**src/rtl/sid_envelope.sv**
```systemverilog
// SID-style ADSR envelope for one voice: register decode, rate ticks, exponential decay,
// and a registered signed product of the voice waveform and the envelope level.
module sid_envelope #(
  parameter int unsigned BASE_ADDR = 0
) (
  input  logic        clk,
  input  logic        iRstN,
  input  logic        clkEn,
  input  logic        iWE,
  input  logic [4:0]  iAddr,
  input  logic [7:0]  iData,
  input  logic [11:0] iVoice,
  output logic [7:0]  oEnv,
  output logic [1:0]  oState,
  output logic [15:0] oOut
);

  typedef enum logic [1:0] {
    StAttack       = 2'd0,
    StDecaySustain = 2'd1,
    StRelease      = 2'd2
  } state_e;

  localparam logic [4:0] AddrCtrl    = 5'(BASE_ADDR + 4);
  localparam logic [4:0] AddrAtkDec  = 5'(BASE_ADDR + 5);
  localparam logic [4:0] AddrSusRel  = 5'(BASE_ADDR + 6);

  logic        gateQ, gateD;
  logic [3:0]  attackQ, attackD, decayQ, decayD, sustainQ, sustainD, relQ, relD;
  logic [14:0] rateCntQ, rateCntD;
  logic [4:0]  expCntQ, expCntD;
  logic [7:0]  envQ, envD;
  state_e      stateQ, stateD;
  logic [15:0] outQ, outD;

  logic [3:0]         activeRate;
  logic [7:0]         target;
  logic               tick;
  logic signed [20:0] voiceS, envS, prod;
  logic               unusedProd;

  function automatic logic [14:0] ratePeriod(input logic [3:0] rate);
    unique case (rate)
      4'd0:  return 15'd9;
      4'd1:  return 15'd32;
      4'd2:  return 15'd63;
      4'd3:  return 15'd95;
      4'd4:  return 15'd149;
      4'd5:  return 15'd220;
      4'd6:  return 15'd267;
      4'd7:  return 15'd313;
      4'd8:  return 15'd392;
      4'd9:  return 15'd977;
      4'd10: return 15'd1954;
      4'd11: return 15'd3126;
      4'd12: return 15'd3907;
      4'd13: return 15'd11720;
      4'd14: return 15'd19532;
      default: return 15'd31251;
    endcase
  endfunction

  // Ticks per decay step, minus one, as a function of the current level.
  function automatic logic [4:0] expLimit(input logic [7:0] env);
    if (env > 8'd93)       return 5'd0;
    else if (env >= 8'd55) return 5'd1;
    else if (env >= 8'd27) return 5'd3;
    else if (env >= 8'd15) return 5'd7;
    else if (env >= 8'd7)  return 5'd15;
    else                   return 5'd29;
  endfunction

  always_comb begin
    gateD    = gateQ;
    attackD  = attackQ;
    decayD   = decayQ;
    sustainD = sustainQ;
    relD     = relQ;
    rateCntD = rateCntQ;
    expCntD  = expCntQ;
    envD     = envQ;
    stateD   = stateQ;

    case (stateQ)
      StAttack:       activeRate = attackQ;
      StDecaySustain: activeRate = decayQ;
      default:        activeRate = relQ;
    endcase
    target = (stateQ == StDecaySustain) ? {sustainQ, sustainQ} : 8'd0;

    // A counter already past the new period runs on to the natural 15-bit wrap.
    tick = clkEn && (rateCntQ == ratePeriod(activeRate) - 15'd1);
    if (clkEn) rateCntD = tick ? 15'd0 : rateCntQ + 15'd1;

    if (tick) begin
      if (stateQ == StAttack) begin
        if (envQ != 8'hFF) envD = envQ + 8'd1;
        if (envQ >= 8'hFE) stateD = StDecaySustain;
      end else if (expCntQ >= expLimit(envQ)) begin
        expCntD = 5'd0;
        if (envQ > target) envD = envQ - 8'd1;
      end else begin
        expCntD = expCntQ + 5'd1;
      end
    end

    // Writes land after the tick so a coincident tick used the old state and rates.
    if (iWE) begin
      if (iAddr == AddrCtrl) begin
        gateD = iData[0];
        if (iData[0] != gateQ) begin
          if (iData[0]) begin
            stateD  = StAttack;
            expCntD = 5'd0;
          end else begin
            stateD = StRelease;
          end
        end
      end else if (iAddr == AddrAtkDec) begin
        attackD = iData[7:4];
        decayD  = iData[3:0];
      end else if (iAddr == AddrSusRel) begin
        sustainD = iData[7:4];
        relD     = iData[3:0];
      end
    end

    voiceS     = 21'($signed({~iVoice[11], iVoice[10:0]}));
    envS       = {13'd0, envQ};
    prod       = voiceS * envS;
    outD       = prod[19:4];
    unusedProd = ^{prod[20], prod[3:0]};
  end

  always_ff @(posedge clk) begin
    if (!iRstN) begin
      gateQ    <= 1'b0;
      attackQ  <= 4'd0;
      decayQ   <= 4'd0;
      sustainQ <= 4'd0;
      relQ     <= 4'd0;
      rateCntQ <= 15'd0;
      expCntQ  <= 5'd0;
      envQ     <= 8'd0;
      stateQ   <= StRelease;
      outQ     <= 16'd0;
    end else begin
      gateQ    <= gateD;
      attackQ  <= attackD;
      decayQ   <= decayD;
      sustainQ <= sustainD;
      relQ     <= relD;
      rateCntQ <= rateCntD;
      expCntQ  <= expCntD;
      envQ     <= envD;
      stateQ   <= stateD;
      outQ     <= outD;
    end
  end

  assign oEnv   = envQ;
  assign oState = stateQ;
  assign oOut   = outQ;

endmodule

```
**config.mk**
```make
export PLATFORM = sky130hd
export DESIGN_NAME = sid_envelope
export DESIGN_NICKNAME = d
export VERILOG_FILES = /design/src/rtl/sid_envelope.sv
export SDC_FILE = /design/constraint.sdc
export NUM_CORES = 1
export LEC_CHECK = 0
export CORE_MARGIN = 2
export CORE_UTILIZATION = 40
export CTS_CLUSTER_DIAMETER = 150
export DETAILED_ROUTE_END_ITERATION = 8
export PLACE_DENSITY = 0.57
export RECOVER_POWER = 25
export SETUP_SLACK_MARGIN = 0.3
export SLEW_MARGIN = 10
export SYNTH_ARGS = -nofsm -noshare
export SYNTH_HDL_FRONTEND = slang
export SYNTH_SLANG_ARGS = --single-unit
```
**constraint.sdc**
```tcl
create_clock -name clk -period 6.74 [get_ports clk]
set_input_delay 1.348 -clock clk [delete_from_list [all_inputs] [get_ports clk]]
set_output_delay 1.348 -clock clk [all_outputs]
set_load 0.05 [all_outputs]
```
# After elaboration in Yosys (flattened, before gate mapping)
# Memory sizes are Yosys's and may differ from the RTL's.
# Cells that the tools add are included.
dict set report classes {
  n_mux 28
  magnitude_cmp 8
  n_addsub 5
  reduce_logical 8
  bitwise_logic 3
  mul 1
  n_eq_ne 8
}
# cell count
set op_table {}
lappend op_table {{$mux 5} 14}
lappend op_table {{$mux 8} 5}
lappend op_table {{$mul 12x9->20} 1}
lappend op_table {{$add 15x1->15 const B} 1}
lappend op_table {{$eq 15x15->1} 1}
lappend op_table {{$eq 5x3->1 const B} 3}
lappend op_table {{$mux 15} 1}
lappend op_table {{$sub 15x1->15 const B} 1}
lappend op_table {{$mux 2} 7}
lappend op_table {{$add 8x1->8 const B} 1}
lappend op_table {{$ge 8x3->1 const B} 1}
lappend op_table {{$ge 8x4->1 const B} 1}
lappend op_table {{$ge 8x5->1 const B} 1}
lappend op_table {{$ge 8x6->1 const B} 1}
lappend op_table {{$ge 8x8->1 const B} 1}
lappend op_table {{$gt 8x7->1 const B} 1}
lappend op_table {{$gt 8x8->1} 1}
lappend op_table {{$ne 8x8->1 const B} 1}
lappend op_table {{$pmux 4 s2} 1}
lappend op_table {{$reduce_and 4->1} 2}
lappend op_table {{$sub 8x1->8 const B} 1}
lappend op_table {{$add 5x1->5 const B} 1}
lappend op_table {{$ge 5x5->1} 1}
lappend op_table {{$reduce_bool 2->1} 2}
lappend op_table {{8 further kinds} 10}
dict set report word_totals {
  regBits 63
  n_memories 1
  mem_bits_ro 240
}
# memory depth width rd rd_clocked_by_memory_dff write_ports line
set mem_list {}
lappend mem_list {{(no name shown)} 16 15 1 0 0 43} ;# unique case (rate)

# Logic depth before layout (Yosys ltp)
# Gate-level depths: netlist of run 1.
dict set report logic_depth {
  depth_word 16
  depth_mapped 22
  mapped_depth_nobuf 20
}

# Worst setup path before layout of run 1
# Ideal clock, no wire load.
dict set report synth_path {
  path_kind {in2reg}
  start {input port iVoice[3]}
  end {register outQ[15], in the netlist oOut[15]}
  setup_time_ns 0.128
  setup_slack_ns 1.407
  path_buffers 0
  path_stages 19
  arrival_ns 5.206
  required_time_ns 6.612
  path_cell_list {nand2_1 > fa_1 > fa_1 > inv_1 > ha_1 > inv_1 > fa_1 > inv_1 > ha_1 > a21o_1 > a21oi_1 > o21ai_0 > a211o_1 > a31oi_1 > a211o_1 > o2111ai_1 > a21oi_1 > xnor2_1 > nor2_1}
}
dict set report synth_between {
  elab_chain_len 1
}
# element line
set synth_rtl {}
lappend synth_rtl {{from (decl)} 12} ;# input logic [11:0] iVoice,
lappend synth_rtl {{$mul 12x9->20} 130} ;# prod = voiceS * envS;
lappend synth_rtl {{to (signal assigned)} 157} ;# outQ <= outD;
lappend synth_rtl {{to (decl)} 34} ;# logic [15:0] outQ, outD;
# No other way between the ends.
# A chain may end at the register's enable or synchronous reset.

# Final worst setup path of run 1
dict set report layout_path {
  start {input port iVoice[4]}
  end {register outQ[15], in the netlist oOut[15]}
}
# Same word-level chain as after synthesis.

==> flow_metrics.env, run 1 <==
export IMPL_synth_seq_cells=63
export IMPL_path_max_fanout=8
export IMPL_syn_area_per_cell_um2=8.46
export IMPL_required_ns=6.92
export IMPL_hp_class="flip-flop to flip-flop"
export IMPL_syn_area_um2=7700
export IMPL_cts_resized=0
export IMPL_n_fill_cell=1894
export IMPL_finalClockSkew_ns=0.00839
export IMPL_initial_core_util=0.410
export IMPL_die_x_um=143
export IMPL_r2r_end="rateCntQ[1]"
export IMPL_r2r_start="oState[0]"
export IMPL_final_cell_mix="inv_1, nand2_1, fa_1, ha_1, nor2_1"
export IMPL_crit_buf_inv=4
export IMPL_placed_area_um2=8470
export IMPL_synth_cell_types=67
export IMPL_cts_clk_slew_worst_paths_ns=0.06
export IMPL_placed_cells=1175
export IMPL_path_class="input pin to flip-flop"
export IMPL_min_delay_path_depth=2
export IMPL_dieArea_um2=20400
export IMPL_slew_viol_final=45
export IMPL_post_cts_setup_buffers=0
export IMPL_final_layout_size_suffix_gt1_frac=0.0512
export IMPL_leakagePower_nw=4.06
export IMPL_via_per_inst=5.18
export IMPL_timing_fmax_ghz=0.166
export IMPL_totalWireLength_um=18500
export IMPL_place_gp_congestion=0.786
export IMPL_fp_dieH_um=143
export IMPL_drtAntennaViolNets=0
export IMPL_rows=50
export IMPL_crit_slowest_cell="clkdlybuf4s50_1"
export IMPL_reg2reg_setup_slack_ns=1.15
export IMPL_max_slew_margin_rel=-0.0185
export IMPL_hold_buffers=0
export IMPL_cp_cell_sequence="clkdlybuf4s50_1, nand2_1, fa_1, fa_1, inv_1, ha_1, inv_1, fa_1, inv_1, ha_1, a21o_1, a21oi_1, o21ai_0, a211o_1, a31oi_1, a211o_1, o2111ai_1, a21oi_1, xnor2_1, nor2_1"
export IMPL_status="finished, violations left"
export IMPL_yosys_warnings=0
export IMPL_seq_area_frac_synth=0.164
export IMPL_grt_use_total=0.195
export IMPL_violations="capacitance limit, slew limit"
export IMPL_clkLatencyLatePin_ns=0.34
export IMPL_clockRootBuffer="clkbuf_16"
export IMPL_clockBufferDepth=2
export IMPL_rr_worst_depth=17
export IMPL_tns_ns=0
export IMPL_crit_family="adder cells"
export IMPL_port_buffers=54
export IMPL_vias=6175
export IMPL_nets=1126
export IMPL_pwr_density_cell_nw_per_um2=116
export IMPL_drc=0
export IMPL_drv_cap=1
export IMPL_post_drt_wl_per_cell_um=15.5
export IMPL_synth_edf_count=0
export IMPL_end_kind="flip-flop"
export IMPL_layout_min_cycle_time_ns=6.01
export IMPL_async_reset_ff_frac=0
export IMPL_final_util=0.470
export IMPL_fp_coreArea_um2=18800
export IMPL_diodes=0
export IMPL_finalCritPeriodShare=0.892
export IMPL_grt_max_degree=45
export IMPL_dp_hpwl_um=14200
export IMPL_grt_pass1_vias=6267
export IMPL_h_tree_depth=3
export IMPL_hp_start="sustainQ[0]"
export IMPL_setup_viol=0
export IMPL_worstSetupStartpointType="input pin"
export IMPL_critPathMaxStageDelay_ns=0.63
export IMPL_synthCells=910
export IMPL_numCtsBuffers=9
export IMPL_cp_arrival_ns=6.19
export IMPL_first_pass_iters=5
export IMPL_min_to="sustainQ[0]"
export IMPL_layout_cells_most_common="inv_1"
export IMPL_hold_viol_final=0
export IMPL_area_growth_pct=14.7
export IMPL_stdcell_area_um2=8830
export IMPL_rsz0062_at_grt="no"
export IMPL_cts_tree="built"
export IMPL_grt_pass1_wl_um=31500
export IMPL_cts_sinks=63
export IMPL_ioPinCount=55
export IMPL_antenna_found_initial=0
export IMPL_instances_no_fill=1191
export IMPL_drt_iter0_drc=307
export IMPL_peakVddDrop_v=0.000116
export IMPL_worstMarginPinSlew_ns=1.53
export IMPL_synth_nets=1084
export IMPL_synth_flop_cell="dfxtp_1"
export IMPL_grt_ovfl_total=0
==> cells in the mapped netlist, types with 7 or more instances <==
| cell type | n | area share |
|---|---|---|
| nor3_1 | 25 | 0.016 |
| fa_1 | 77 | 0.20 |
| nand2b_1 | 16 | 0.013 |
| ha_1 | 68 | 0.11 |
| o211ai_1 | 7 | 0.0068 |
| xor2_1 | 27 | 0.031 |
| a21o_1 | 7 | 0.0068 |
| mux2i_1 | 40 | 0.052 |
| nand3_1 | 24 | 0.016 |
| a21oi_1 | 27 | 0.018 |
| and2_1 | 55 | 0.045 |
| clkbuf_1 | 27 | 0.013 |
| dfxtp_1 | 63 | 0.16 |
| nor2_1 | 66 | 0.032 |
| xnor2_1 | 23 | 0.026 |
| nor2b_1 | 10 | 0.0081 |
| inv_1 | 115 | 0.056 |
| nand4_1 | 15 | 0.012 |
| o21ai_0 | 30 | 0.020 |
| nand2_1 | 88 | 0.043 |
==> state kept, by name, indices dropped and copies added, names as in the netlist <==
register and flops:
attackQ 4, decayQ 4, expCntQ 5, gateQ 1, oEnv 8, oOut 16, oState 2, rateCntQ 15
relQ 4, sustainQ 4
==> final cells by class <==
class	count	area (µm²)	share of cell area
repair buffers	67	634	0.0719
well taps	234	293	0.0332
clock inverters	6	115	0.0130
multi-input cells	693	5840	0.662
clock buffers	10	239	0.0271
flip-flops and latches	63	1260	0.143
inverters	118	443	0.0502
==> kinds of logic after synthesis <==
kind of cell / Yosys count / synth area share
adder cells (fa/ha/maj): 146 / 0.312
flip-flops: 63 / 0.164
XOR/XNOR: 50 / 0.0569
AND/OR/NAND/NOR: 335 / 0.224
multiplexers: 47 / 0.0662
AO/OA/AOI/OAI: 115 / 0.0988
buffers and inverters: 154 / 0.0780
==> metrics by stage <==
stage | setup WS [ns] | hold WS, ns | power, mW
floorplan | 1.41 | 0.460 | 0.427
global placement | 0.427 | 0.478 | 0.465
detailed placement | 0.322 | 0.489 | 0.465
CTS | 0.669 | 0.504 | 1.03
global route | 0.424 | 0.535 | 1.06
finish | 0.726 | 0.502 | 1.02
==> layer usage <==
layer	vias up	GRT usage	share of wire
li1	3100	-	-
met1	2942	0.273	0.49
met2	109	0.313	0.46
met3	24	0.0285	0.030
met4	0	0.0552	0.016
met5	-	0	0
==> how the worst max path moves through the flow <==
stage              start       end  slack [ns]  depth (start not counted)
2_1_floorplan  iVoice[3]  oOut[15]        1.41                         19
3_3_place_gp   iVoice[4]  oOut[14]        0.43                         20
3_5_place_dp   iVoice[4]  oOut[14]        0.32                         20
4_1_cts        iVoice[4]  oOut[14]        0.67                         20
5_1_grt        iVoice[4]  oOut[14]        0.42                         19
6_report       iVoice[4]  oOut[15]        0.73                         20
==> where the power goes <==
part           internal (mW)  switching [mW]  total [mW]  leakage, nW
clock                  0.374           0.194       0.568        0.170
sequential             0.375         0.00362       0.378        0.508
combinational         0.0327          0.0455      0.0782         3.38
total                  0.782           0.243        1.02         4.06
==> worst min-delay path, delay by kind of cell, from the launching register on <==
family	cells	cell delay [ns]
multiplexers	1	0.07
AND/OR/NAND/NOR	1	0.07
flip-flops	1	0.33
Note: power is estimated with default switching activity, not from simulation.
==> inputs of run 2 (changes only) <==
--- a/config.mk
+++ b/config.mk
@@ -9,6 +9,7 @@
 export CORE_UTILIZATION = 40
 export CTS_CLUSTER_DIAMETER = 150
 export DETAILED_ROUTE_END_ITERATION = 8
+export MAX_ROUTING_LAYER = met4
 export PLACE_DENSITY = 0.57
 export RECOVER_POWER = 25
 export SETUP_SLACK_MARGIN = 0.3
==> flow_metrics.env, run 2 (synthesis gave the netlist of run 1 again) <==
export IMPL_final_layout_size_suffix_gt1_frac=0.0512
export IMPL_dp_hpwl_um=14200
export IMPL_rsz0062_at_grt="no"
export IMPL_vias=6194
export IMPL_place_gp_congestion=0.797
export IMPL_endpoint="oOut[15]"
export IMPL_grt_pass1_vias=6269
export IMPL_hold_viol_final=0
export IMPL_hp_class="flip-flop to flip-flop"
export IMPL_final_cell_mix="inv_1, nand2_1, fa_1, ha_1, nor2_1"
export IMPL_cts_resized=0
export IMPL_area_growth_pct=14.7
export IMPL_tns_ns=0
export IMPL_seqPwrFrac=0.370
export IMPL_nets=1126
export IMPL_dieArea_um2=20400
export IMPL_leakagePower_nw=4.06
export IMPL_max_slew_margin_rel=-0.0114
export IMPL_drtAntennaViolNets=0
export IMPL_numCtsBuffers=9
export IMPL_cts_sinks=63
export IMPL_diodes=0
export IMPL_reg2reg_setup_slack_ns=1.16
export IMPL_first_pass_iters=5
export IMPL_status="finished, violations left"
export IMPL_slew_viol_final=45
export IMPL_totalWireLength_um=18500
export IMPL_clockBufferDepth=2
export IMPL_clkPwrFrac=0.554
export IMPL_cts_clk_slew_worst_paths_ns=0.06
export IMPL_critPathMaxStageDelay_ns=0.63
export IMPL_finalCritPeriodShare=0.893
export IMPL_cts_tree="built"
export IMPL_r2r_end="rateCntQ[1]"
export IMPL_netSwitchingFraction=0.237
export IMPL_required_ns=6.92
export IMPL_r2r_start="oState[0]"
export IMPL_layout_cells_most_common="inv_1"
export IMPL_violations="capacitance limit, slew limit"
export IMPL_rows=50
export IMPL_layout_min_cycle_time_ns=6.02
export IMPL_grt_ovfl_total=0
export IMPL_drc=0
export IMPL_cp_cell_sequence="clkdlybuf4s50_1, nand2_1, fa_1, fa_1, inv_1, ha_1, inv_1, fa_1, inv_1, ha_1, a21o_1, a21oi_1, o21ai_0, a211o_1, a31oi_1, a211o_1, o2111ai_1, a21oi_1, xnor2_1, nor2_1"
export IMPL_h_tree_depth=3
export IMPL_via_per_inst=5.20
export IMPL_n_fill_cell=1894
export IMPL_worstSetupStartpointType="input pin"
export IMPL_post_cts_setup_buffers=0
export IMPL_hold_buffers=0
export IMPL_cp_depth=20
export IMPL_largest_reg_flops=16
export IMPL_initial_core_util=0.410
export IMPL_timing_fmax_ghz=0.166
export IMPL_grt_max_degree=45
export IMPL_clkLatencyLatePin_ns=0.34
export IMPL_holdWs_ns=0.501
export IMPL_clockRootBuffer="clkbuf_16"
export IMPL_fp_dieH_um=143
export IMPL_internal_power_mw=0.782
export IMPL_rr_worst_depth=17
export IMPL_setup_viol=0
export IMPL_cp_arrival_ns=6.20
export IMPL_finalClockSkew_ns=0.00865
export IMPL_stdcell_area_um2=8830
export IMPL_p_total_mw=1.02
export IMPL_crit_family="adder cells"
export IMPL_antenna_found_initial=0
export IMPL_die_x_um=143
export IMPL_crit_buf_inv=4
export IMPL_peakVddDrop_v=0.000115
export IMPL_fp_coreArea_um2=18800
export IMPL_timing_critical_path_from="iVoice[4]"
export IMPL_drv_cap=1
export IMPL_ioPinCount=55
export IMPL_port_buffers=54
export IMPL_drt_iter0_drc=285
export IMPL_worstMarginPinSlew_ns=1.52
export IMPL_combPwrFrac=0.076
export IMPL_placed_area_um2=8470
export IMPL_path_class="input pin to flip-flop"
export IMPL_grt_use_total=0.200
export IMPL_crit_slowest_cell="clkdlybuf4s50_1"
export IMPL_path_max_fanout=8
export IMPL_p_switching_mw=0.242
export IMPL_grt_pass1_wl_um=31500
export IMPL_end_kind="flip-flop"
export IMPL_post_drt_wl_per_cell_um=15.5
export IMPL_pwr_density_cell_nw_per_um2=116
[run 2: worst min-delay path, stage by stage, from the launching register on]
cell and delay [ns]:
dfxtp_1 0.33, mux2i_1 0.07, nor2_1 0.07
[run 2: per-stage QoR]
stage                     cells  worst slack (ns)   util
after floorplan             910              1.41      -
after global placement     1175             0.427  0.451
after detailed placement   1175             0.322  0.451
after CTS                  1191             0.669  0.470
after global routing       1191             0.424  0.470
final                      1191             0.720  0.470
[run 2: worst min path at each step]
| stage | from | to | cells past startpoint |
|---|---|---|---|
| after global routing | sustainQ[0] | sustainQ[0] | 2 |
| after detailed placement | sustainQ[0] | sustainQ[0] | 2 |
| after CTS | sustainQ[0] | sustainQ[0] | 2 |
| after global placement | sustainQ[0] | sustainQ[0] | 2 |
| after floorplan | sustainQ[0] | sustainQ[0] | 2 |
| final | sustainQ[0] | sustainQ[0] | 2 |
[run 2: routing by layer]
layer / wire length (µm) / vias to the layer above / track usage
li1: - / 3101 / -
met1: 9240 / 2966 / 0.274
met2: 8450 / 99 / 0.313
met3: 452 / 28 / 0.0262
met4: 354 / 0 / 0.0552
met5: 0 / - / -
[run 2: power groups by stage]
stage	logic (mW)	clock network (mW)	registers (mW)
after global placement	0.0785	0	0.387
after global routing	0.0861	0.593	0.379
after CTS	0.0788	0.576	0.378
after floorplan	0.0412	0	0.386
after detailed placement	0.0784	0	0.387
final	0.0782	0.567	0.378
[run 2: final cells by class]
cell class                 instances  area (µm²)  share of cell area
clock buffer                      10         239              0.0271
clock inverter                     6         115              0.0130
inverter                         118         443              0.0502
multi-input combinational        693        5840               0.662
sequential                        63        1260               0.143
tap                              234         293              0.0332
timing repair buffer              67         634              0.0719
==> inputs of run 3 (changes only) <==
--- a/config.mk
+++ b/config.mk
@@ -5,6 +5,7 @@
 export SDC_FILE = /design/constraint.sdc
 export NUM_CORES = 1
 export LEC_CHECK = 0
+export CAP_MARGIN = 0
 export CORE_MARGIN = 2
 export CORE_UTILIZATION = 40
 export CTS_CLUSTER_DIAMETER = 150
==> results of run 3 <==
The final DEF is identical to that of run 2; final timing and power are the same.
